**config.mk**
```make
export PLATFORM = sky130hd
export DESIGN_NAME = hlsm_launcher
export DESIGN_NICKNAME = d
export VERILOG_FILES = /design/src/rtl/hlsm_launcher.sv
export SDC_FILE = /design/constraint.sdc
export NUM_CORES = 1
export LEC_CHECK = 0
export ABC_AREA = 1
export BUFFER_PORTS_ARGS = -buffer_cell sky130_fd_sc_hd__buf_2
export CAP_MARGIN = 20
export CORE_AREA = 2 2 123 125
export DETAILED_ROUTE_END_ITERATION = 7
export DIE_AREA = 0 0 125 127
export PLACE_DENSITY = 0.8
export SYNTH_ARGS = -nofsm -noshare
export SYNTH_HDL_FRONTEND = slang
export SYNTH_SLANG_ARGS = --single-unit
export TNS_END_PERCENT = 5
```
**constraint.sdc**
```tcl
create_clock -name Clk -period 2.8 [get_ports Clk]
set_input_delay 0.42 -clock Clk [delete_from_list [all_inputs] [get_ports Clk]]
set_output_delay 0.42 -clock Clk [all_outputs]
set_load 0.005 [all_outputs]
```
**src/rtl/hlsm_launcher.sv**
```systemverilog
// Start/Done launcher for HLSM-class datapath cores: accepts operand bundles on a
// valid/ready stream, runs one core operation under a timeout, returns k/l downstream.
module hlsm_launcher #(
    parameter int W       = 16,
    parameter int TIMEOUT = 64
) (
    input  logic                Clk,
    input  logic                Rst,
    input  logic                in_valid,
    output logic                in_ready,
    input  logic signed [W-1:0] in_a,
    input  logic signed [W-1:0] in_b,
    input  logic signed [W-1:0] in_c,
    input  logic signed [W-1:0] in_d,
    input  logic signed [W-1:0] in_e,
    input  logic signed [W-1:0] in_f,
    input  logic signed [W-1:0] in_g,
    output logic                out_valid,
    input  logic                out_ready,
    output logic signed [W-1:0] out_k,
    output logic signed [W-1:0] out_l,
    output logic                out_err,
    output logic                core_Rst,
    output logic                core_Start,
    input  logic                core_Done,
    output logic signed [W-1:0] core_a,
    output logic signed [W-1:0] core_b,
    output logic signed [W-1:0] core_c,
    output logic signed [W-1:0] core_d,
    output logic signed [W-1:0] core_e,
    output logic signed [W-1:0] core_f,
    output logic signed [W-1:0] core_g,
    input  logic signed [W-1:0] core_k,
    input  logic signed [W-1:0] core_l,
    output logic                busy,
    output logic [15:0]         op_count
);

    localparam int            TW       = (TIMEOUT > 1) ? $clog2(TIMEOUT) : 1;
    localparam logic [TW-1:0] TMO_LAST = TW'(TIMEOUT - 1);

    typedef enum logic [2:0] {
        S_IDLE,
        S_CLR,
        S_START,
        S_WAIT,
        S_RESULT
    } state_t;

    state_t              r_state;
    logic signed [W-1:0] r_a, r_b, r_c, r_d, r_e, r_f, r_g;
    logic signed [W-1:0] r_out_k, r_out_l;
    logic                r_out_err;
    logic                r_out_valid;
    logic                r_in_ready;
    logic                r_busy;
    logic                r_core_start;
    logic [15:0]         r_op_count;
    logic [TW-1:0]       r_tmo;

    always_ff @(posedge Clk) begin
        if (Rst) begin
            r_state      <= S_IDLE;
            r_a          <= '0;
            r_b          <= '0;
            r_c          <= '0;
            r_d          <= '0;
            r_e          <= '0;
            r_f          <= '0;
            r_g          <= '0;
            r_out_k      <= '0;
            r_out_l      <= '0;
            r_out_err    <= 1'b0;
            r_out_valid  <= 1'b0;
            r_in_ready   <= 1'b1;
            r_busy       <= 1'b0;
            r_core_start <= 1'b0;
            r_op_count   <= '0;
            r_tmo        <= '0;
        end else begin
            case (r_state)
                S_IDLE: begin
                    if (in_valid && r_in_ready) begin
                        r_a        <= in_a;
                        r_b        <= in_b;
                        r_c        <= in_c;
                        r_d        <= in_d;
                        r_e        <= in_e;
                        r_f        <= in_f;
                        r_g        <= in_g;
                        r_in_ready <= 1'b0;
                        r_busy     <= 1'b1;
                        r_state    <= S_CLR;
                    end
                end
                S_CLR: begin
                    // Start is registered, so it is raised on the edge that enters START.
                    r_core_start <= 1'b1;
                    r_state      <= S_START;
                end
                S_START: begin
                    r_core_start <= 1'b0;
                    r_tmo        <= '0;
                    r_state      <= S_WAIT;
                end
                S_WAIT: begin
                    if (core_Done) begin
                        r_out_k     <= core_k;
                        r_out_l     <= core_l;
                        r_out_err   <= 1'b0;
                        r_out_valid <= 1'b1;
                        r_op_count  <= r_op_count + 16'd1;
                        r_state     <= S_RESULT;
                    end else if (r_tmo == TMO_LAST) begin
                        r_out_k     <= '0;
                        r_out_l     <= '0;
                        r_out_err   <= 1'b1;
                        r_out_valid <= 1'b1;
                        r_op_count  <= r_op_count + 16'd1;
                        r_state     <= S_RESULT;
                    end else begin
                        r_tmo <= r_tmo + 1'b1;
                    end
                end
                S_RESULT: begin
                    if (out_ready) begin
                        r_out_valid <= 1'b0;
                        r_in_ready  <= 1'b1;
                        r_busy      <= 1'b0;
                        r_state     <= S_IDLE;
                    end
                end
                default: begin
                    r_out_valid  <= 1'b0;
                    r_in_ready   <= 1'b1;
                    r_busy       <= 1'b0;
                    r_core_start <= 1'b0;
                    r_state      <= S_IDLE;
                end
            endcase
        end
    end

    // NOTE: core_Rst is combinational so the core is held in reset during our own Rst cycle too.
    assign core_Rst   = Rst | (r_state == S_CLR);
    assign core_Start = r_core_start;

    assign core_a = r_a;
    assign core_b = r_b;
    assign core_c = r_c;
    assign core_d = r_d;
    assign core_e = r_e;
    assign core_f = r_f;
    assign core_g = r_g;

    assign in_ready  = r_in_ready;
    assign out_valid = r_out_valid;
    assign out_k     = r_out_k;
    assign out_l     = r_out_l;
    assign out_err   = r_out_err;
    assign busy      = r_busy;
    assign op_count  = r_op_count;

endmodule

```
# Yosys cells after proc, flatten, opt, wreduce, memory -nomap -nowiden
# Index checks and enable logic that the tools add are counted.
op_classes:
  n_addsub: 2
  eq_ne: 10
  mux: 24
  bitwise: 3
  n_reduce_logical: 13
op_table:
  columns: ["op", "count"]
  rows:
  - ["2-to-1 mux 16 bit", 5]
  - ["adder 16 x 1 -> 16 bit, second input constant", 1]
  - ["case mux 3 bit (5 select lines)", 1]
  - ["2-to-1 mux 3 bit", 4]
  - ["2-to-1 mux 6 bit", 2]
  - ["case mux 6 bit (2 select lines)", 1]
  - ["AND reduction 3 bit", 4]
  - ["case mux 1 bit (3 select lines)", 3]
  - ["OR reduction 3 bit", 3]
  - ["inequality test 2 bit, second input constant", 4]
  - ["2-to-1 mux 1 bit", 7]
  - ["adder 6 x 1 -> 6 bit, second input constant", 1]
  - ["== test 3 x 2 -> 1 bit, second input constant", 2]
  - ["== test 6 bit, second input constant", 1]
  - ["AND reduction 2 bit", 2]
  - ["nonzero test 2 bit", 2]
  - ["== test 3 x 1 -> 1 bit, second input constant", 1]
  - ["== test 3 bit, second input constant", 1]
  - ["zero test 3 bit", 1]
  - ["inequality test 3 bit, second input constant", 1]
  - ["inverter 1 bit", 2]
  - ["case mux 1 bit (2 select lines)", 1]
  - ["logical AND 1 bit", 1]
  - ["OR 1 bit", 1]
word_totals:
  regBits: 174
  input_bits: 149
  word_cells: 69

# Depth between registers and ports, before layout
depth:
  word_depth: 4
  depth_mapped: 10
  ltp_nobuf: 9

# Least setup slack after synthesis
# Ideal clock, no wire load.
synth_path:
  path_kind: "in2out"
  from: "input port Rst"
  to: "output port core_Rst"
  arrival_time_ns: 1.154
  t_required_ns: 2.380
  slack_ns: 1.226
  cell_stages: 5
  path_buffers: 3
  cell_sequence: "buf_2 inv_1 buf_2 clkbuf_1 nand2_1"
synth_via:
  elab_chain_cells: 1
synth_rtl:
  columns: ["element", "line", "text"]
  rows:
  - ["from (decl)", "8", "input logic Rst,"]
  - ["OR 1 bit", "145", "assign core_Rst = Rst | (r_state == S_CLR);"]
  - ["to (decl)", "23", "output logic core_Rst,"]
# No other way between the ends.

# Worst setup path after layout
layout_path:
  from: "register r_tmo[0]"
  to: "register r_op_count[2], in the netlist op_count[2]"
layout_via:
  elab_chain_cells: 3
layout_rtl:
  columns: ["element", "line", "text"]
  rows:
  - ["from (decl)", "59", "logic [TW-1:0] r_tmo;"]
  - ["from (signal assigned)", "122", "r_tmo <= r_tmo + 1'b1;"]
  - ["== test 6 bit", "114", "end else if (r_tmo == TMO_LAST) begin"]
  - ["nonzero test 2 bit (no source line)", null, null]
  - ["AND reduction 2 bit (no source line)", null, null]
  - ["to (signal assigned)", "112", "r_op_count <= r_op_count + 16'd1;"]
  - ["to (signal assigned)", "119", "r_op_count <= r_op_count + 16'd1;"]
  - ["to (decl)", "58", "logic [15:0] r_op_count;"]
# No other way between the ends.
# A chain may end at the register's enable or synchronous reset.

==> results.yml <==
worst_setup_path:
  cpPeakStageDelay_ps: 370
  crit_chain: "ha_1 -> nand3_2 -> o21ai_1 -> nand2_2 -> buf_4 -> o21ai_1 -> nand2_1 -> nor2_1"
  r2r_slack_ps: 820
  critical_path.most_common_cell: "o21ai_1"
  worstPathRequired_ps: 3170
  crit_slowest_cell: "nand2_2"
  path_max_fanout: 28
  cp_data_arrival_time_ps: 2350
  endpoint_kind: "flop"
  startpoint_type: "flop"
  worstSetupPathType: "flop to flop"
detailed_routing:
  route.detailed.drc: 0
  dr.first_iter.drc_count: 408
  vias: 6443
  via_per_inst: 4.78
  wl_per_cell_um: 13.7
  firstDrtPassIters: 4
  antenna_left: 0
  routed_wl_um: 18400
floorplanning:
  core_sq_um: 14400
  die_area_sq_um: 15900
  initial_core_util_pct: 46.9
  num_io_pins: 315
  placementRows: 44
  fp.dieH_um: 127
  die_x_um: 125
global_route:
  grt_max_degree: 121
  grt_usage_pct: 22.4
  grt-ovfl-total: 0
  first_global_vias: 5896
  antenna_found_initial: 1
  grt_pass1_wl_um: 28900
yosys:
  netlist-cell-type-count: 30
  ys_warn_count: 0
  avgSynthCellArea_sq_um: 7.83
  synth-edff-count: 0
  yosys.area.top_type: "dfxtp_1"
  synth_top_cell_area_share_pct: 51.5
  seq_area_frac_synth_pct: 51.5
  syn-num-nets: 1014
  async_flop_share_pct: 0
  ys.flop_type: "dfxtp_1"
  yosys-top-cells-area: "dfxtp_1, a21oi_1, nand2_1"
  yosys_register_bits: 174
  syn-instance-count: 863
  syn_area_sq_um: 6760
min_path:
  min_path_type: "input pin to flop"
pwr:
  p_leak_nw: 4.16
  p_per_area_nw_per_um2: 773
  ir_drop_uv: 355
placed_design:
  dp.cells: 1314
  pre_cts_ws_ps: 816
  place_congestion: 0.845
  port_buffers: 314
  dp.final_hpwl_um: 13200
timing:
  fin_crit_ps: 1980
  tightestPinTransition_ps: 562
  fin_ws_ps: 816
  finalSetupViolCount: 0
  slew_headroom_pct: 62.5
  finalCritPeriodShare_pct: 70.9
  skew_ps: 11.8
  fmax_mhz: 504
  hold_violations: 0
  slew_violations: 0
  fin_setup_tns_ps: 0
  rsz0062_at_grt: "false"
finish:
  stdcell_count: 1347
  final_common_cell: "buf_2"
  drive_gt1_share_pct: 31.6
  fin_nets: 1300
  syn2layout_area_growth_pct: 31.0
  final_cell_mix: "buf_2, dfxtp_1, a21oi_1, nand2_1, inv_1"
status:
  status: "complete, no violations"
cts:
  hold_buffers: 0
  cts_tree: "built"
  clock-sinks: 174
  clock_path_buffers: 2
  clock_latency_ps: 420
  cts_made_buffers: 17
  cts_resized: 0
  cts_root_buffer: "clkbuf_16"
  cts_setup_buffers: 0
  htreeDepth: 4
  cts.clk_slew.worst_paths_ps: 70
run:
  maxCapViolCount: 0
## kinds of logic after synthesis
kind of cell    Yosys count  share of synthesized area [%]
compound gates          293                           21.8
flops                   174                           51.5
simple gates            199                           12.8
fa+ha+maj                 2                          0.370
xor+xnor                  4                          0.518
buf+inv                 191                           12.9
## report_power, final
group          switching, mW  total (mW)  internal (mW)
clock network           1.02        2.28           1.26
registers              0.200        3.08           2.88
logic                  0.865        1.48          0.616
## Yosys cell counts, types with 3 or more instances
library cell	n
nand3_1	8
nand2_1	136
o21ai_1	54
xor2_1	3
inv_2	3
nor2_1	37
a21oi_1	165
buf_2	10
nand4_1	6
buf_6	17
o21ai_0	70
clkbuf_1	21
inv_1	134
nor2_8	3
dfxtp_1	174
buf_4	4
## final timing paths
path | startpoint | end | cells past startpoint
worst min register to register | core_g[3] | core_g[3] | 2
worst min-delay path | core_k[14] | out_k[14] | 3
worst max-delay path | r_tmo[0] | op_count[2] | 8
worst max register to register | r_tmo[0] | op_count[2] | 8
## state kept, by name, summed over array words and instances, names as in the netlist, 3 cells and up
name and count:
core_e 16, out_k 16, core_a 16, op_count 16, core_f 16, core_d 16
r_state 3, r_tmo 6, core_b 16, core_c 16, core_g 16, out_l 16
## per-layer routing
layer / GRT usage, % / vias up / routed length, um
met5: 0 / - / 0
met2: 38.4 / 236 / 8990
met3: 6.45 / 33 / 1340
met4: 9.08 / 0 / 412
li1: - / 3337 / -
met1: 26.6 / 2837 / 7700
## metrics by stage
step / utilization, % / area [sq um] / total power, mW / hold slack [ps]
2_1_floorplan: - / 6760 / 4.04 / 437
3_3_place_gp: 57.4 / 8280 / 4.57 / 429
3_5_place_dp: 57.4 / 8280 / 4.62 / 434
4_1_cts: 61.4 / 8850 / 6.90 / 222
5_1_grt: 61.4 / 8850 / 7.25 / 235
6_report: 61.4 / 8850 / 6.85 / 241
## cell type report
class                      count  area [sq um]
fill                        1279          5570
multi-input combinational    498          2400
clock buffer                  18           439
timing repair buffer         320          1640
clock inverter                14           133
sequential                   174          3480
tap                          184           230
antenna                        1          2.50
inverter                     138           522
## critical path, delay by kind of cell, from the launching register on
kind                     cells  cell delay (ps)
buffers and inverters        1              350
adder cells (fa/ha/maj)      1              210
AO/OA/AOI/OAI                2              380
AND/OR/NAND/NOR              4              630
flip-flops                   1              350
No activity file was read; power rests on OpenSTA's default activity.
